### src/rtl/crc16_seq_pkg.sv
// Shared definitions for the CRC-16 sequencer: state encoding, CRC width,
// the residue a good packet leaves in the engine, and parameter defaults.
package crc16_seq_pkg;

  localparam int CRC_W          = 16;
  localparam logic [CRC_W-1:0] CRC_RESIDUE = 16'h1D0F;
  localparam int LEN_W_DEF      = 8;
  localparam int MIN_RX_LEN_DEF = 17;

  typedef enum logic [2:0] {
    ST_IDLE    = 3'd0,
    ST_CLR     = 3'd1,
    ST_RX      = 3'd2,
    ST_RX_CHK1 = 3'd3,
    ST_RX_CHK2 = 3'd4,
    ST_TX_PAY  = 3'd5,
    ST_TX_CRC  = 3'd6
  } state_t;

endpackage

### src/rtl/crc16_ser.sv
// CRC serialiser: captures the engine's complemented CRC on the first
// enabled cycle and emits it MSB-first over 16 consecutive enabled cycles.
// The first bit is taken straight from din so the engine's final value
// (updated by the last payload bit on the same edge that enters this
// phase) is used without a gap cycle.
module crc16_ser
  import crc16_seq_pkg::*;
(
  input  logic             clk_crc16,
  input  logic             rst_crc16,
  input  logic             en,
  input  logic [CRC_W-1:0] din,
  output logic             bit_o,
  output logic             last_o
);

  logic [CRC_W-1:0] sr;
  logic [3:0]       cnt;

  // Current output bit and last-bit flag.
  always_comb begin
    bit_o  = (cnt == 4'd0) ? din[CRC_W-1] : sr[CRC_W-1];
    last_o = en && (cnt == 4'd15);
  end

  // Load on the first enabled cycle, shift left afterwards; cnt wraps to 0.
  always_ff @(posedge clk_crc16 or negedge rst_crc16) begin
    if (!rst_crc16) begin
      sr  <= '0;
      cnt <= '0;
    end else if (en) begin
      sr  <= (cnt == 4'd0) ? (din << 1) : (sr << 1);
      cnt <= cnt + 4'd1;
    end
  end

endmodule

### src/rtl/crc16_seq.sv
// CRC-16 sequencer: owns the shared CRC engine, clears it between packets,
// feeds it received command bits (then triggers the residue check) or reply
// payload bits (then serialises the complemented CRC after the payload).
//
// Handshakes: rx_valid is a one-cycle strobe with no back-pressure; a bit is
// consumed exactly when rx_valid=1 in RX and the packet is not yet full.
// On the reply side tx_rd=1 marks the cycle in which tx_bit is consumed, so
// tx_bit must already be valid in that cycle; there are no stalls.
module crc16_seq
  import crc16_seq_pkg::*;
#(
  parameter int LEN_W      = LEN_W_DEF,
  parameter int MIN_RX_LEN = MIN_RX_LEN_DEF
) (
  input  logic             clk_crc16,
  input  logic             rst_crc16,
  input  logic             rx_start,
  input  logic [LEN_W-1:0] rx_len,
  input  logic             rx_len_valid,
  input  logic             rx_bit,
  input  logic             rx_valid,
  input  logic             rx_abort,
  input  logic             tx_start,
  input  logic [LEN_W-1:0] tx_len,
  input  logic             tx_bit,
  output logic             tx_rd,
  output logic             tx_out,
  output logic             tx_out_valid,
  output logic             tx_done,
  output logic             tx_reject,
  output logic             rx_done,
  output logic             rx_pass,
  output logic             busy,
  output logic             crc_rst_n,
  output logic             crc_data,
  output logic             crc_sync,
  output logic             crc_reply_data,
  output logic             crc_en_rpy,
  output logic             crc_pkg_complete,
  input  logic [CRC_W-1:0] crc_16,
  input  logic             crc_pass,
  output state_t           dbg_state
);

  localparam logic [LEN_W-1:0] MIN_LEN = LEN_W'(MIN_RX_LEN);
  localparam logic [LEN_W-1:0] CNT_MAX = '1;
  localparam logic [LEN_W-1:0] ONE     = LEN_W'(1);

  state_t           state, next_state;
  logic             tgt_tx_q;
  logic             len_known;
  logic [LEN_W-1:0] len_q, tx_len_q, bit_cnt;

  logic             eff_known, rx_short, rx_take, rx_full, pay_last;
  logic [LEN_W-1:0] eff_len, cnt_inc;
  logic             ser_en, ser_bit, ser_last;
  logic             tx_out_d, tx_out_valid_d, tx_done_d, tx_reject_d;
  logic             rx_done_d, rx_pass_d, crc_rst_n_d;

  crc16_ser u_ser (
    .clk_crc16 (clk_crc16),
    .rst_crc16 (rst_crc16),
    .en        (ser_en),
    .din       (crc_16),
    .bit_o     (ser_bit),
    .last_o    (ser_last)
  );

  // Receive bookkeeping: length known this cycle, bit acceptance, saturating count.
  always_comb begin
    eff_known = len_known | rx_len_valid;
    eff_len   = rx_len_valid ? rx_len : len_q;
    rx_short  = (state == ST_RX) && eff_known && (eff_len < MIN_LEN);
    rx_take   = (state == ST_RX) && rx_valid && !rx_abort && !rx_short &&
                !(eff_known && (bit_cnt >= eff_len));
    cnt_inc   = bit_cnt;
    if (rx_take && (bit_cnt != CNT_MAX)) cnt_inc = bit_cnt + ONE;
    rx_full   = eff_known && (cnt_inc >= eff_len);
    pay_last  = ((bit_cnt + ONE) == tx_len_q);
  end

  // State register.
  always_ff @(posedge clk_crc16 or negedge rst_crc16) begin
    if (!rst_crc16) state <= ST_IDLE;
    else            state <= next_state;
  end

  // Next-state logic.
  always_comb begin
    next_state = state;
    case (state)
      ST_IDLE:    if (rx_start || tx_start) next_state = ST_CLR;
      ST_CLR:     if (!tgt_tx_q)            next_state = ST_RX;
                  else if (tx_len_q == '0)  next_state = ST_TX_CRC;
                  else                      next_state = ST_TX_PAY;
      ST_RX:      if (rx_abort || rx_short) next_state = ST_IDLE;
                  else if (rx_full)         next_state = ST_RX_CHK1;
      ST_RX_CHK1: next_state = rx_abort ? ST_IDLE : ST_RX_CHK2;
      ST_RX_CHK2: next_state = ST_IDLE;
      ST_TX_PAY:  if (pay_last)             next_state = ST_TX_CRC;
      ST_TX_CRC:  if (ser_last)             next_state = ST_IDLE;
      default:    next_state = ST_IDLE;
    endcase
  end

  // Output decode: engine controls directly, registered outputs via *_d.
  always_comb begin
    busy             = (state != ST_IDLE);
    tx_rd            = (state == ST_TX_PAY);
    crc_en_rpy       = (state == ST_TX_PAY);
    crc_reply_data   = (state == ST_TX_PAY) && tx_bit;
    crc_sync         = rx_take;
    crc_data         = rx_take && rx_bit;
    crc_pkg_complete = (state == ST_RX_CHK1);
    ser_en           = (state == ST_TX_CRC);
    tx_out_d         = 1'b0;
    if (state == ST_TX_PAY)      tx_out_d = tx_bit;
    else if (state == ST_TX_CRC) tx_out_d = ser_bit;
    tx_out_valid_d   = (state == ST_TX_PAY) || (state == ST_TX_CRC);
    tx_done_d        = ser_last;
    tx_reject_d      = tx_start && ((state != ST_IDLE) || rx_start);
    rx_done_d        = ((state == ST_RX) && (rx_abort || rx_short)) ||
                       ((state == ST_RX_CHK1) && rx_abort) ||
                       (state == ST_RX_CHK2);
    rx_pass_d        = (state == ST_RX_CHK2) && !rx_abort && crc_pass;
    crc_rst_n_d      = (next_state != ST_CLR);
  end

  // Packet context: target of the clear, lengths and bit counter.
  always_ff @(posedge clk_crc16 or negedge rst_crc16) begin
    if (!rst_crc16) begin
      tgt_tx_q  <= 1'b0;
      len_known <= 1'b0;
      len_q     <= '0;
      tx_len_q  <= '0;
      bit_cnt   <= '0;
    end else begin
      case (state)
        ST_IDLE: begin
          bit_cnt   <= '0;
          len_known <= 1'b0;
          if (rx_start) begin
            tgt_tx_q <= 1'b0;
          end else if (tx_start) begin
            tgt_tx_q <= 1'b1;
            tx_len_q <= tx_len;
          end
        end
        ST_CLR, ST_RX: begin
          if (rx_len_valid && !tgt_tx_q) begin
            len_q     <= rx_len;
            len_known <= 1'b1;
          end
          if (state == ST_RX) bit_cnt <= cnt_inc;
        end
        ST_TX_PAY: bit_cnt <= bit_cnt + ONE;
        default:   bit_cnt <= bit_cnt;
      endcase
    end
  end

  // Registered outputs; rx_pass holds its value between rx_done pulses.
  always_ff @(posedge clk_crc16 or negedge rst_crc16) begin
    if (!rst_crc16) begin
      tx_out       <= 1'b0;
      tx_out_valid <= 1'b0;
      tx_done      <= 1'b0;
      tx_reject    <= 1'b0;
      rx_done      <= 1'b0;
      rx_pass      <= 1'b0;
      crc_rst_n    <= 1'b1;
    end else begin
      tx_out       <= tx_out_d;
      tx_out_valid <= tx_out_valid_d;
      tx_done      <= tx_done_d;
      tx_reject    <= tx_reject_d;
      rx_done      <= rx_done_d;
      if (rx_done_d) rx_pass <= rx_pass_d;
      crc_rst_n    <= crc_rst_n_d;
    end
  end

  assign dbg_state = state;

endmodule
### config.mk
export PLATFORM = sky130hd
export DESIGN_NAME = crc16_seq
export DESIGN_NICKNAME = d
export VERILOG_FILES = /design/src/rtl/crc16_seq_pkg.sv /design/src/rtl/crc16_ser.sv /design/src/rtl/crc16_seq.sv
export SDC_FILE = /design/constraint.sdc
export NUM_CORES = 1
export LEC_CHECK = 0
export CORE_ASPECT_RATIO = 1.1
export CORE_UTILIZATION = 53
export CTS_CLUSTER_SIZE = 10
export DETAILED_ROUTE_END_ITERATION = 8
export GPL_TIMING_DRIVEN = 0
export PLACE_DENSITY = 0.8
export SLEW_MARGIN = 25
export SYNTH_ARGS = -nofsm -noshare
export SYNTH_HDL_FRONTEND = slang
export SYNTH_SLANG_ARGS = --single-unit
### constraint.sdc
create_clock -name clk_crc16 -period 3.7 [get_ports clk_crc16]
set_input_delay 0.37 -clock clk_crc16 [delete_from_list [all_inputs] [get_ports clk_crc16]]
set_output_delay 0.37 -clock clk_crc16 [all_outputs]
set_load 0.02 [all_outputs]
==> results.yml, run 1 <==
status:
  status: "finished clean"
global_routing:
  grt_pass1_wl_um: 13300
  grt.busiest_layer: "met2"
  antenna_found_initial: 0
  grt_pass1_vias: 2870
  grt_use_total: 0.249
  met1_usage: 0.325
  grt-ovfl-total: 0
  use_met2: 0.417
  grt_max_degree: 34
  gr-usage-met3: 0.0432
logic_synthesis:
  syn-num-nets: 416
  synth-seq-cells: 55
  ys.warnings.count: 0
  synth_ff_type: "dfrtp_1"
  synth_edf_count: 0
  avgSynthCellArea_um2: 9.63
  synth_cell_types: 53
  netlist_area_um2: 3420
  synth-seq-area-share: 0.403
  async_reset_ff_frac: 1.00
  syn_inst: 355
die:
  num_io_pins: 59
  die_h_um: 86.2
  initial_utilization: 0.552
  core_um2: 6190
  rows: 30
  die_area_um2: 6780
  die_w_um: 78.6
min_path:
  min_from: "rx_len[2]"
  worstHoldPathType: "in -> reg"
setup_path:
  cp.required_ns: 3.91
  cp-end-kind: "flip-flop"
  reg2reg_from: "len_q[2]$_DFFE_PN0P_"
  startpoint: "len_q[2]$_DFFE_PN0P_"
  critPathKind: "reg -> reg"
  critPathLaunchType: "flip-flop"
  cp_max_fo: 6
  crit_arrival_ns: 3.79
final_layout:
  fin_util: 0.698
  final_cell_mix: "clkdlybuf4s50_1 (55), dfrtp_1 (54), nor2_1 (35), nand2_1 (31), a21oi_1 (29)"
  nFillCells: 489
  nets: 489
  fin_cells: 509
  final_common_cell: "clkdlybuf4s50_1"
  final_area_um2: 4320
  antennaDiodeCount: 0
  syn2layout_area_growth_pct: 26.3
  drive_gt1_frac: 0.145
power:
  p_leak_nw: 1.90
  p_total_mw: 2.70
  p_per_area_nw_per_um2: 626
  max-vdd-ir-drop_uv: 364
clock_tree:
  cts_root_buffer: "clkbuf_8"
  cts_sinks: 55
  clk_latency_ns: 0.31
  clk_path_buf_depth: 2
  ctsHtreeMaxLevel: 2
  cts_tree: "yes"
  numCtsBuffers: 5
  clkTransAtPathRegs_ns: 0.11
timing:
  post-route-min-period_ns: 3.57
  maxSlewViolCount: 0
  worst_pin_slew_ns: 0.883
  setup_violations: 0
  setup_ws_ns: 0.125
  rsz0062_at_grt: "no"
  skew_ns: 0.0103
  hold_violations: 0
  finalCritPeriodShare: 0.966
  fmax_ghz: 0.280
  max-slew-margin-rel: 0.409
drt:
  drc: 0
  dr.pass1.iters: 6
  ant_nets: 0
  drt-total-wl_um: 8010
  num_vias: 2970
  routed_via_density: 5.83
  drt_iter0_markers: 159
  wl_per_cell_um: 15.7
run:
  cap_violations: 0
placement:
  place_congestion: 0.868
  dpl.cell_count: 493
  port_buffers: 57
  place_ws_ns: -0.393
  hpwl_um: 5990
  postPlaceCellArea_um2: 4110
[synthesized netlist by cell type, drive strengths merged, types with 2 or more instances]
cell,count,area (um2)
a211o,2,17.5
a211oi,4,30.0
a21o,3,22.5
a21oi,31,159
a221oi,2,17.5
a31oi,5,31.3
and3,9,56.3
buf,12,81.3
clkbuf,9,33.8
dfrtp,54,1350
ha,19,238
inv,8,30.0
mux2,21,236
mux2i,22,220
nand2,31,116
nand2b,3,18.8
nand3,7,35.0
nand4,3,18.8
nor2,35,131
nor3,8,51.3
nor3b,3,33.8
nor4,5,31.3
o211ai,4,30.0
o21ai,14,70.1
o22ai,5,37.5
or3,4,25.0
xnor2,12,105
xor2,2,17.5
[state kept, by name, summed over array words and instances (netlist names), 3 cells and up]
| name | flops |
|---|---|
| tx_len_q | 8 |
| len_q | 8 |
| u_ser.sr | 15 |
| u_ser.cnt | 4 |
| dbg_state | 3 |
| bit_cnt | 8 |
[layout make-up]
type / instances / area [um2] / area share
multi-input combinational: 270 / 1950 / 0.451
sequential: 55 / 1380 / 0.319
timing repair buffer: 67 / 661 / 0.153
buffer: 20 / 110 / 0.0255
tap: 80 / 100 / 0.0232
clock buffer: 6 / 72.6 / 0.0168
inverter: 9 / 33.8 / 0.00782
clock inverter: 2 / 16.3 / 0.00376
[where the power goes]
part / total [mW] / internal [mW] / switching, mW
combinational: 1.35 / 0.648 / 0.698
clock: 0.343 / 0.137 / 0.206
sequential: 1.01 / 0.843 / 0.171
[path summary, 6_finish.rpt]
| check | slack, ns | cells after the start | endpoint |
|---|---|---|---|
| worst min register to register | 0.50 | 2 | u_ser.sr[1]$_DFFE_PN0P_ |
| worst max register to register | 0.13 | 15 | dbg_state[0]$_DFF_PN0_ |
| worst min-delay path | 0.42 | 2 | len_q[2]$_DFFE_PN0P_ |
| max in group asynchronous | 2.73 | 3 | bit_cnt[7]$_DFFE_PN0P_ |
| min in group asynchronous | 0.50 | 2 | tx_len_q[0]$_DFFE_PN0P_ |
| worst max-delay path | 0.13 | 15 | dbg_state[0]$_DFF_PN0_ |
[logic make-up (layout without fill, tap and decap cells)]
| group | after synthesis | count (layout) | share of synthesized area |
|---|---|---|---|
| flops | 55 | 55 | 0.403 |
| mux | 43 | 43 | 0.134 |
| simple gates | 115 | 115 | 0.168 |
| xor+xnor | 14 | 14 | 0.0359 |
| buf+inv | 30 | 104 | 0.0435 |
| fa+ha+maj | 19 | 19 | 0.0695 |
| compound gates | 79 | 79 | 0.147 |
[critical path: stages (launching register included)]
cell	delay, ns
dfrtp_1	0.42
mux2i_2	0.20
ha_1	0.31
a211o_1	0.37
a31oi_4	0.19
o22ai_4	0.10
nor3b_4	0.27
buf_6	0.16
nand2_1	0.08
xnor2_2	0.14
ha_1	0.31
a21o_1	0.18
a21o_1	0.20
a21oi_2	0.17
a211oi_2	0.09
a211o_1	0.28
[per-layer routing]
layer	vias up	wire length [um]
met1	1425	3460
li1	1427	-
met4	0	223
met2	96	3900
met3	22	424
met5	-	0
[what timing repair did]
| action | 4_1_cts | 5_1_grt |
|---|---|---|
| setup endpoints to repair | 1 | 1 |
| setup buffers | 3 | 5 |
| hold buffers | 1 | 0 |
| pin swaps | 1 | 5 |
| endpoints found under the hold margin | 21 | 0 |
| resized for setup | 0 | 11 |
[per-stage QoR]
step | setup TNS (ns) | hold slack (ns)
6_report | 0 | 0.419
5_1_grt | 0 | 0.423
4_1_cts | 0 | 0.488
3_5_place_dp | -0.393 | 0.283
3_3_place_gp | -0.380 | 0.452
2_1_floorplan | 0 | 0.0744
No activity file was read; power rests on OpenSTA's default activity.
==> run 2: changes to the inputs <==
- SKIP_LAST_GASP: unset -> 1
==> results of run 2 <==
The final DEF is identical to that of run 1; final timing and power are the same.
